[src/rtl/fixed_p_mult_arb_pkg.sv]
// Shared types, limits and helper functions for the fixed-point multiplier arbiter.
// Optional feature macro: FIXED_P_MULT_ARB_SAT_EN (see fixed_p_mult_pipe_core).
package fixed_p_mult_arb_pkg;

    localparam int MIN_LATENCY = 2;
    localparam int MAX_REQ     = 32;
    localparam int MAX_W       = 64;

    // One-hot grant of the first set bit at or after ptr, wrapping within num requesters.
    function automatic logic [MAX_REQ-1:0] rr_pick(
        input logic [MAX_REQ-1:0] valid,
        input int                 ptr,
        input int                 num
    );
        logic [MAX_REQ-1:0] gnt;
        logic               found;
        int                 idx;
        gnt   = '0;
        found = 1'b0;
        for (int k = 0; k < MAX_REQ; k++) begin
            if (k < num && !found) begin
                idx = ptr + k;
                if (idx >= num) begin
                    idx = idx - num;
                end
                if (valid[idx]) begin
                    gnt[idx] = 1'b1;
                    found    = 1'b1;
                end
            end
        end
        return gnt;
    endfunction

    // Truncating fixed-point slice prod[width+frac-1:frac]; optional saturation on overflow.
    function automatic logic [MAX_W-1:0] fp_slice(
        input logic [2*MAX_W-1:0] prod,
        input int                 width,
        input int                 frac,
        input logic               sat
    );
        logic [MAX_W-1:0] res;
        logic             ovf;
        res = '0;
        ovf = 1'b0;
        for (int i = 0; i < MAX_W; i++) begin
            if (i < width) begin
                res[i] = prod[i+frac];
            end
        end
        for (int i = 0; i < 2*MAX_W; i++) begin
            if (i >= width + frac && i < 2*width) begin
                ovf = ovf | prod[i];
            end
        end
        if (sat && ovf) begin
            for (int i = 0; i < MAX_W; i++) begin
                if (i < width) begin
                    res[i] = 1'b1;
                end
            end
        end
        return res;
    endfunction

endpackage

[src/rtl/fixed_p_mult_pipe_core.sv]
// Valid/tag/data pipeline around one unsigned multiply: operand stage, product stages, slice stage.
// FIXED_P_MULT_ARB_SAT_EN selects saturation instead of truncation in the slice stage.
module fixed_p_mult_pipe_core
    import fixed_p_mult_arb_pkg::*;
#(
    parameter int WIDTH      = 32,
    parameter int FRAC_WIDTH = 16,
    parameter int LATENCY    = 3,
    parameter int TAG_W      = 2
) (
    input  logic             clk,
    input  logic             reset_n,
    input  logic             in_vld_i,
    input  logic [TAG_W-1:0] in_tag_i,
    input  logic [WIDTH-1:0] in_left_i,
    input  logic [WIDTH-1:0] in_right_i,
    output logic             out_vld_o,
    output logic [TAG_W-1:0] out_tag_o,
    output logic [WIDTH-1:0] out_data_o,
    output logic             busy_o
);

`ifdef FIXED_P_MULT_ARB_SAT_EN
    localparam logic SAT_EN = 1'b1;
`else
    localparam logic SAT_EN = 1'b0;
`endif

    localparam int MID = LATENCY - 2;

    logic                 vld_p0_q;
    logic [TAG_W-1:0]     tag_p0_q;
    logic [WIDTH-1:0]     left_p0_q;
    logic [WIDTH-1:0]     right_p0_q;
    logic [2*WIDTH-1:0]   left_ext;
    logic [2*WIDTH-1:0]   right_ext;
    logic [2*WIDTH-1:0]   prod_p0;

    logic                 fin_vld;
    logic [TAG_W-1:0]     fin_tag;
    logic [2*WIDTH-1:0]   fin_prod;
    logic                 mid_busy;

    logic [2*MAX_W-1:0]   prod_ext;
    logic [MAX_W-1:0]     slice_full;
    logic [WIDTH-1:0]     res_p2_d;
    logic                 vld_p2_q;
    logic [TAG_W-1:0]     tag_p2_q;
    logic [WIDTH-1:0]     res_p2_q;

    // Stage p0: operands and tag
    always_ff @(posedge clk) begin
        if (!reset_n) begin
            vld_p0_q   <= 1'b0;
            tag_p0_q   <= '0;
            left_p0_q  <= '0;
            right_p0_q <= '0;
        end else begin
            vld_p0_q   <= in_vld_i;
            tag_p0_q   <= in_tag_i;
            left_p0_q  <= in_left_i;
            right_p0_q <= in_right_i;
        end
    end

    assign left_ext  = {{WIDTH{1'b0}}, left_p0_q};
    assign right_ext = {{WIDTH{1'b0}}, right_p0_q};
    assign prod_p0   = left_ext * right_ext;

    // Stage p1: full-width product, LATENCY-2 registers deep
    if (MID > 0) begin : g_mid
        logic               vld_p1_q  [MID];
        logic [TAG_W-1:0]   tag_p1_q  [MID];
        logic [2*WIDTH-1:0] prod_p1_q [MID];

        always_ff @(posedge clk) begin
            if (!reset_n) begin
                for (int k = 0; k < MID; k++) begin
                    vld_p1_q[k]  <= 1'b0;
                    tag_p1_q[k]  <= '0;
                    prod_p1_q[k] <= '0;
                end
            end else begin
                vld_p1_q[0]  <= vld_p0_q;
                tag_p1_q[0]  <= tag_p0_q;
                prod_p1_q[0] <= prod_p0;
                for (int k = 1; k < MID; k++) begin
                    vld_p1_q[k]  <= vld_p1_q[k-1];
                    tag_p1_q[k]  <= tag_p1_q[k-1];
                    prod_p1_q[k] <= prod_p1_q[k-1];
                end
            end
        end

        always_comb begin
            mid_busy = 1'b0;
            for (int k = 0; k < MID; k++) begin
                mid_busy = mid_busy | vld_p1_q[k];
            end
        end

        assign fin_vld  = vld_p1_q[MID-1];
        assign fin_tag  = tag_p1_q[MID-1];
        assign fin_prod = prod_p1_q[MID-1];
    end else begin : g_nomid
        assign fin_vld  = vld_p0_q;
        assign fin_tag  = tag_p0_q;
        assign fin_prod = prod_p0;
        assign mid_busy = 1'b0;
    end

    always_comb begin
        prod_ext                = '0;
        prod_ext[2*WIDTH-1:0]   = fin_prod;
        slice_full              = fp_slice(prod_ext, WIDTH, FRAC_WIDTH, SAT_EN);
        res_p2_d                = slice_full[WIDTH-1:0];
    end

    // Stage p2: sliced result; data holds between responses
    always_ff @(posedge clk) begin
        if (!reset_n) begin
            vld_p2_q <= 1'b0;
            tag_p2_q <= '0;
            res_p2_q <= '0;
        end else begin
            vld_p2_q <= fin_vld;
            tag_p2_q <= fin_tag;
            if (fin_vld) begin
                res_p2_q <= res_p2_d;
            end
        end
    end

    assign out_vld_o  = vld_p2_q;
    assign out_tag_o  = tag_p2_q;
    assign out_data_o = res_p2_q;
    assign busy_o     = vld_p0_q | mid_busy | vld_p2_q;

endmodule

[src/rtl/fixed_p_mult_arbiter.sv]
// Round-robin arbiter sharing one pipelined fixed-point multiplier among NUM_REQ requesters.
// Saturation on overflow is enabled by defining FIXED_P_MULT_ARB_SAT_EN.
module fixed_p_mult_arbiter
    import fixed_p_mult_arb_pkg::*;
#(
    parameter int WIDTH      = 32,
    parameter int INT_WIDTH  = 16,
    parameter int FRAC_WIDTH = 16,
    parameter int NUM_REQ    = 4,
    parameter int LATENCY    = 3
) (
    input  logic                     clk,
    input  logic                     reset_n,
    input  logic [NUM_REQ-1:0]       req_valid,
    input  logic [NUM_REQ*WIDTH-1:0] req_left,
    input  logic [NUM_REQ*WIDTH-1:0] req_right,
    output logic [NUM_REQ-1:0]       req_ready,
    output logic [NUM_REQ-1:0]       resp_valid,
    output logic [WIDTH-1:0]         resp_out,
    output logic                     idle
);

    localparam int TAG_W = $clog2(NUM_REQ);

    if (INT_WIDTH + FRAC_WIDTH != WIDTH) begin : g_chk_fmt
        $error("INT_WIDTH + FRAC_WIDTH must equal WIDTH");
    end
    if (LATENCY < MIN_LATENCY) begin : g_chk_lat
        $error("LATENCY must be at least MIN_LATENCY");
    end
    if (NUM_REQ < 2 || NUM_REQ > MAX_REQ) begin : g_chk_req
        $error("NUM_REQ out of range");
    end
    if (WIDTH > MAX_W) begin : g_chk_w
        $error("WIDTH exceeds MAX_W");
    end

    logic [TAG_W-1:0]   ptr_q;
    logic [TAG_W-1:0]   ptr_d;
    logic [MAX_REQ-1:0] valid_ext;
    logic [MAX_REQ-1:0] pick_full;
    logic [NUM_REQ-1:0] grant;
    logic [TAG_W-1:0]   gnt_tag;
    logic               issue;
    logic [WIDTH-1:0]   issue_left;
    logic [WIDTH-1:0]   issue_right;

    logic               core_vld;
    logic [TAG_W-1:0]   core_tag;
    logic [WIDTH-1:0]   core_data;
    logic               core_busy;

    always_comb begin
        valid_ext              = '0;
        valid_ext[NUM_REQ-1:0] = req_valid;
        pick_full              = rr_pick(valid_ext, int'(ptr_q), NUM_REQ);
        grant                  = reset_n ? pick_full[NUM_REQ-1:0] : '0;
    end

    always_comb begin
        gnt_tag = '0;
        for (int i = 0; i < NUM_REQ; i++) begin
            if (grant[i]) begin
                gnt_tag = TAG_W'(i);
            end
        end
    end

    assign issue       = |grant;
    assign issue_left  = req_left[gnt_tag*WIDTH +: WIDTH];
    assign issue_right = req_right[gnt_tag*WIDTH +: WIDTH];

    // Pointer moves just past the winner so it drops to lowest priority next cycle
    always_comb begin
        ptr_d = ptr_q;
        if (issue) begin
            ptr_d = (gnt_tag == TAG_W'(NUM_REQ-1)) ? '0 : gnt_tag + 1'b1;
        end
    end

    always_ff @(posedge clk) begin
        if (!reset_n) begin
            ptr_q <= '0;
        end else begin
            ptr_q <= ptr_d;
        end
    end

    fixed_p_mult_pipe_core #(
        .WIDTH      (WIDTH),
        .FRAC_WIDTH (FRAC_WIDTH),
        .LATENCY    (LATENCY),
        .TAG_W      (TAG_W)
    ) u_core (
        .clk        (clk),
        .reset_n    (reset_n),
        .in_vld_i   (issue),
        .in_tag_i   (gnt_tag),
        .in_left_i  (issue_left),
        .in_right_i (issue_right),
        .out_vld_o  (core_vld),
        .out_tag_o  (core_tag),
        .out_data_o (core_data),
        .busy_o     (core_busy)
    );

    always_comb begin
        resp_valid = '0;
        if (core_vld) begin
            resp_valid[core_tag] = 1'b1;
        end
    end

    assign req_ready = grant;
    assign resp_out  = core_data;
    assign idle      = ~core_busy & ~issue;

endmodule
[config.mk]
export PLATFORM = sky130hd
export DESIGN_NAME = fixed_p_mult_arbiter
export DESIGN_NICKNAME = d
export VERILOG_FILES = /design/src/rtl/fixed_p_mult_arb_pkg.sv /design/src/rtl/fixed_p_mult_pipe_core.sv /design/src/rtl/fixed_p_mult_arbiter.sv
export SDC_FILE = /design/constraint.sdc
export NUM_CORES = 2
export LEC_CHECK = 0
export CORE_AREA = 5 5 359 220
export DETAILED_ROUTE_END_ITERATION = 6
export DIE_AREA = 0 0 364 225
export SYNTH_ARGS = -nofsm -noshare
export SYNTH_HDL_FRONTEND = slang
export SYNTH_SLANG_ARGS = --single-unit
[constraint.sdc]
create_clock -name clk -period 15 [get_ports clk]
set_input_delay 2.25 -clock clk [delete_from_list [all_inputs] [get_ports clk]]
set_output_delay 2.25 -clock clk [all_outputs]
set_load 0.005 [all_outputs]
# Word level (Yosys, flattened, before mapping)
# Memories as Yosys holds them, arrays and structs flattened. A register that Yosys moved wholly into a read port is not among the register bits.
# Cells that the tools add are included.
# Widths: inputs -> output; s select.
[op_classes]
n_mul = 1
n_lt_le_gt_ge = 14
eq_ne = 1
n_mux = 55
n_bitwise = 8
n_addsub = 8
shift = 2
reduce_logical = 11
[op_table]
columns = ["operator", "count"]
rows = [
  ["$shiftx 128x8->32", 2],
  ["$mux 32", 7],
  ["$ge 32x1->1 const B", 4],
  ["$lt 32x7->1 const B", 4],
  ["$mul 32x32->64", 1],
  ["$mux 64", 1],
  ["$reduce_or 64->1", 1],
  ["$mux 4", 9],
  ["$mux 1", 25],
  ["$bmux 1 s5", 4],
  ["$demux 1 s5", 4],
  ["$or 4x4->4", 3],
  ["$sub 3x3->4 const B", 3],
  ["$ge 3x3->1 const B", 3],
  ["$mux 2", 4],
  ["$add 2x2->3 const B", 2],
  ["$logic_and 1x1->1", 5],
  ["$reduce_or 4->1", 1],
  ["$sub 2x3->4 const B", 1],
  ["$add 2x1->3 const B", 1],
  ["$ge 2x3->1 const B", 1],
  ["$lt 2x3->1 const B", 1],
  ["$add 2x1->2 const B", 1],
  ["$demux 1 s2", 1],
  ["8 further kinds", 11],
]
[word_totals]
inputBits = 262
word_cells = 109
memories = 3
regBits = 70
out_inout_bits = 41
mem_bits_rw = 67
[memory_table]
columns = ["name", "words", "word_bits", "read_ports", "rd_ports_with_merged_regs", "wr", "line_no", "rtl"]
rows = [
  ["u_core.g_mid.prod_p1_q", 1, 64, 1, 1, 1, "fixed_p_mult_pipe_core.sv:74", "logic [2*WIDTH-1:0] prod_p1_q [MID];"],
  ["u_core.g_mid.tag_p1_q", 1, 2, 1, 1, 1, "fixed_p_mult_pipe_core.sv:73", "logic [TAG_W-1:0] tag_p1_q [MID];"],
  ["u_core.g_mid.vld_p1_q", 1, 1, 1, 0, 1, "fixed_p_mult_pipe_core.sv:72", "logic vld_p1_q [MID];"],
]

# Depth between registers and ports, before layout
[depth]
depth_word = 32
depth_mapped = 28
ltp_nobuf = 27

# By module
# A second synthesis with hierarchy kept.
[hier_totals]
cells_unflattened = 3914
hier_area_um2 = 35647.9
[modules_own_cells]
columns = ["module", "n_inst", "seq_area_each_um2", "cells_each", "area_each_um2"]
rows = [
  ["fixed_p_mult_pipe_core", 1, 2742.6, 3437, 31934.4],
  ["fixed_p_mult_arbiter", 1, 40.0, 477, 3713.6],
]

# Worst setup path before layout
# No wires, ideal clock.
[synth_path]
path_kind = "register to register"
startpoint = "register u_core.left_p0_q[28]"
endpoint = "memory u_core.g_mid.prod_p1_q[0][46] (netlist bit)"
period_less_slack_ns = 7.016
arrival_time_ns = 6.901
t_required_ns = 14.885
path_buffers = 3
stages_incl_launch_ff = 26
setup_slack_ns = 7.984
setup_time_ns = 0.115
cell_sequence = "dfxtp_1 clkbuf_1 clkbuf_1 nand2_1 fa_1 fa_1 fa_1 fa_1 inv_1 fa_1 fa_1 fa_1 inv_1 fa_1 inv_1 ha_1 clkbuf_1 nand3_1 nor4_1 nand4_1 nor3b_1 o21ai_0 o21a_1 a21oi_1 a311oi_1 a2111oi_0"
[synth_between]
elab_chain_cells = 2
[synth_lines]
columns = ["element", "line_no", "rtl"]
rows = [
  ["start, declared", "fixed_p_mult_pipe_core.sv:33", "logic [WIDTH-1:0] left_p0_q;"],
  ["start signal, assigned", "fixed_p_mult_pipe_core.sv:61", "left_p0_q <= in_left_i;"],
  ["$mul 32x32->64", "fixed_p_mult_pipe_core.sv:68", "assign prod_p0 = left_ext * right_ext;"],
  ["$mux 64 (no line)", "--", ""],
  ["end, declared", "fixed_p_mult_pipe_core.sv:74", ""],
]
# Every way passes these cells.

# Worst setup path in the final report
[layout_path]
startpoint = "register u_core.left_p0_q[16]"
endpoint = "memory u_core.g_mid.prod_p1_q[0][47] (netlist bit)"
# Same word-level chain as after synthesis.

==> impl_metrics.env <==
export IMPL_status="complete, no violations"
export IMPL_crit_start="u_core.left_p0_q[16]$_SDFF_PN0_"
export IMPL_yosys_area_top_type_share_pct=46.5
export IMPL_async_reset_ff_share_pct=0
export IMPL_synth_seq_area_share_pct=8.30
export IMPL_dr_pass1_iters=5
export IMPL_core_area_um2=75000
export IMPL_clock_fmax_mhz=119
export IMPL_drc=0
export IMPL_slew_viol_final=0
export IMPL_r2r_setup_slack_ns=6.58
export IMPL_hold_buffers=0
export IMPL_cts_sink_count=139
export IMPL_gp_congestion=0.898
export IMPL_root_buffer="clkbuf_16"
export IMPL_avgSynthCellArea_um2=9.24
export IMPL_numCtsBuffers=17
export IMPL_grt_usage_pct=28.2
export IMPL_die_x_um=364
export IMPL_dp_hpwl_um=86100
export IMPL_dr_total_vias=24949
export IMPL_final_nets=5015
export IMPL_grt_pass1_wl_um=172000
export IMPL_postCtsSetupBuffers=0
export IMPL_rsz0062_at_grt="false"
export IMPL_synth_seq_cells=139
export IMPL_hold_class="flip-flop to flip-flop"
export IMPL_cp_end_kind="flip-flop"
export IMPL_r2r_start="u_core.left_p0_q[16]$_SDFF_PN0_"
export IMPL_overflow=0
export IMPL_cts_resized=0
export IMPL_synth_most_common_cell="inv_1"
export IMPL_start_util_pct=44.6
export IMPL_synth_area_um2=33500
export IMPL_clk_pin_slew_ns=0.08
export IMPL_clock_skew_final_ns=0.0130
export IMPL_startpoint_type="flip-flop"
export IMPL_h_tree_depth=4
export IMPL_worst_pin_slew_ns=1.09
export IMPL_syn_inst=3625
export IMPL_io_buffers=302
export IMPL_clock_latency_ns=0.45
export IMPL_rows=78
export IMPL_drt_iter0_drc=2394
export IMPL_grt_pass1_vias=26631
export IMPL_cp_arrival_ns=8.79
export IMPL_setup_viol=0
export IMPL_fin_crit_sh_pct=56.1
export IMPL_totalWireLength_um=112000
export IMPL_die_h_um=225
export IMPL_dieArea_um2=81900
export IMPL_setup_worst_path_class="flip-flop to flip-flop"
export IMPL_cp_max_fo=19
export IMPL_hold_viol=0
export IMPL_endpoint="u_core.g_mid.prod_p1_q[0][47]$_SDFF_PN0_"
export IMPL_syn_nets=4845
export IMPL_synthTopCellsByCount="inv_1 (789), fa_1 (778), and2_1 (535), nand2_1 (401), clkbuf_1 (190)"
export IMPL_r2r_cells=26
export IMPL_pin_count=303
export IMPL_yosys_warnings=0
export IMPL_ant_nets=0
export IMPL_r2r_end="u_core.g_mid.prod_p1_q[0][47]$_SDFF_PN0_"
export IMPL_wl_per_cell_um=23.3
export IMPL_fin_tns_setup_ns=0
export IMPL_max_cap_violations=0
export IMPL_cts_tree="built"
export IMPL_drive_gt1_share_pct=4.04
export IMPL_synth_edf_count=0
export IMPL_critical_path_required_ns=15.38
export IMPL_yosysTopAreaCell="fa_1"
export IMPL_vias_per_cell=5.19
export IMPL_relSlewSlack_pct=27.2
export IMPL_area_growth_pct=13.5
export IMPL_clockBufferDepth=2
export IMPL_nFillCells=7049
export IMPL_synth_flop_cell="dfxtp_1"
export IMPL_yosys_top_cells_area="fa_1 (46%), and2_1 (10%), inv_1 (8.8%)"
export IMPL_holdWs_ns=0.438
export IMPL_synth_cell_types=74
export IMPL_grt_max_degree=69
export IMPL_antenna_found_initial=12
export IMPL_finalCriticalPeriod_ns=8.42
## flip-flops by register name (all words and copies together) (netlist names)
register and cells:
ptr_q 2, u_core.left_p0_q 32, u_core.tag_p0_q 2, u_core.g_mid.prod_p1_q 32
u_core.out_vld_o 1, u_core.vld_p0_q 1, u_core.g_mid.tag_p1_q 2, u_core.g_mid.vld_p1_q 1
u_core.out_data_o 32, u_core.right_p0_q 32, u_core.out_tag_o 2
## metrics by stage
stage          area (um2)  utilization, %  instances  setup WS (ns)
6_report            38000            50.7       4809           6.58
5_1_grt             38000            50.7       4808           6.21
4_1_cts             38000            50.7       4808           6.64
3_5_place_dp        37400            49.8       4776           6.69
3_3_place_gp        37400            49.8       4776           6.70
2_1_floorplan       33500               -       3625           7.98
## layout by cell type, fill, tap and decap left out, types with 7 or more instances in the layout
master,netlist,final
nor3_1,31,31
and2_1,535,535
dfxtp_2,0,13
o31ai_1,8,8
clkbuf_16,0,17
ha_1,180,180
o21ai_0,41,41
o21a_1,8,8
o21ai_1,24,24
a22oi_1,25,25
fa_1,778,778
mux2i_1,83,83
inv_1,789,789
nor2_1,91,91
buf_4,2,62
nand2_1,401,400
a211oi_1,8,8
clkdlybuf4s50_1,0,302
o31ai_2,10,10
xnor2_1,38,38
a21oi_1,55,55
inv_8,0,7
xor2_1,15,15
dfxtp_1,139,126
nand3_1,10,10
a22oi_2,15,15
a21o_1,44,44
## cells by family (layout without fill, tap and decap cells)
family          count (synthesis)  count (layout)  share of synthesized area (%)
simple gates                 1113            1113                           17.1
buf+inv                      1003            1186                           11.5
fa+ha+maj                     958             958                           53.2
compound gates                272             272                           5.78
flops                         139             139                           8.30
mux                            87              87                           2.69
xor+xnor                       53              53                           1.39
other cells                     0               1                              0
## worst max-delay path: stages (launching register included)
cell,delay [ns]
dfxtp_1,0.81
buf_4,0.41
and2_1,0.19
fa_1,0.40
inv_1,0.09
fa_1,0.41
fa_1,0.53
fa_1,0.50
inv_1,0.05
fa_1,0.49
inv_1,0.05
fa_1,0.48
inv_1,0.06
fa_1,0.53
inv_1,0.05
fa_1,0.53
inv_1,0.04
ha_1,0.37
a21oi_1,0.16
o21ai_0,0.16
a221oi_1,0.52
nand3_1,0.20
o21ai_0,0.27
o21a_1,0.36
a211oi_1,0.15
or3_1,0.36
a21oi_1,0.14
## routing by layer
| layer | wire, um | vias to the layer above | global-route usage, % |
|---|---|---|---|
| li1 | - | 10993 | - |
| met1 | 51700 | 12556 | 43.2 |
| met2 | 42900 | 1335 | 37.4 |
| met3 | 16600 | 61 | 13.0 |
| met4 | 808 | 4 | 2.54 |
| met5 | 33 | - | 0 |
## how the worst min path moves through the flow
stage | from | to | cells after the start
3_3_place_gp | u_core.tag_p0_q[1]$_SDFF_PN0_ | u_core.g_mid.tag_p1_q[0][1]$_SDFF_PN0_ | 1
4_1_cts | u_core.tag_p0_q[1]$_SDFF_PN0_ | u_core.g_mid.tag_p1_q[0][1]$_SDFF_PN0_ | 1
6_report | u_core.tag_p0_q[1]$_SDFF_PN0_ | u_core.g_mid.tag_p1_q[0][1]$_SDFF_PN0_ | 1
5_1_grt | u_core.tag_p0_q[1]$_SDFF_PN0_ | u_core.g_mid.tag_p1_q[0][1]$_SDFF_PN0_ | 1
3_5_place_dp | u_core.tag_p0_q[0]$_SDFF_PN0_ | u_core.g_mid.tag_p1_q[0][0]$_SDFF_PN0_ | 1
2_1_floorplan | u_core.tag_p0_q[0]$_SDFF_PN0_ | u_core.g_mid.tag_p1_q[0][0]$_SDFF_PN0_ | 1
## layout make-up
cell class,instances,area (um2),share of cell area [%]
multi-input combinational,2483,26900,70.7
tap,1000,1250,3.29
antenna,1,2.50,0.00658
clock buffer,17,425,1.12
sequential,139,2800,7.36
clock inverter,15,220,0.579
inverter,790,2970,7.80
timing repair buffer,364,3490,9.17
Power is not shown: default switching activity piles up to over one toggle a cycle in this logic, so the estimate is an artifact.
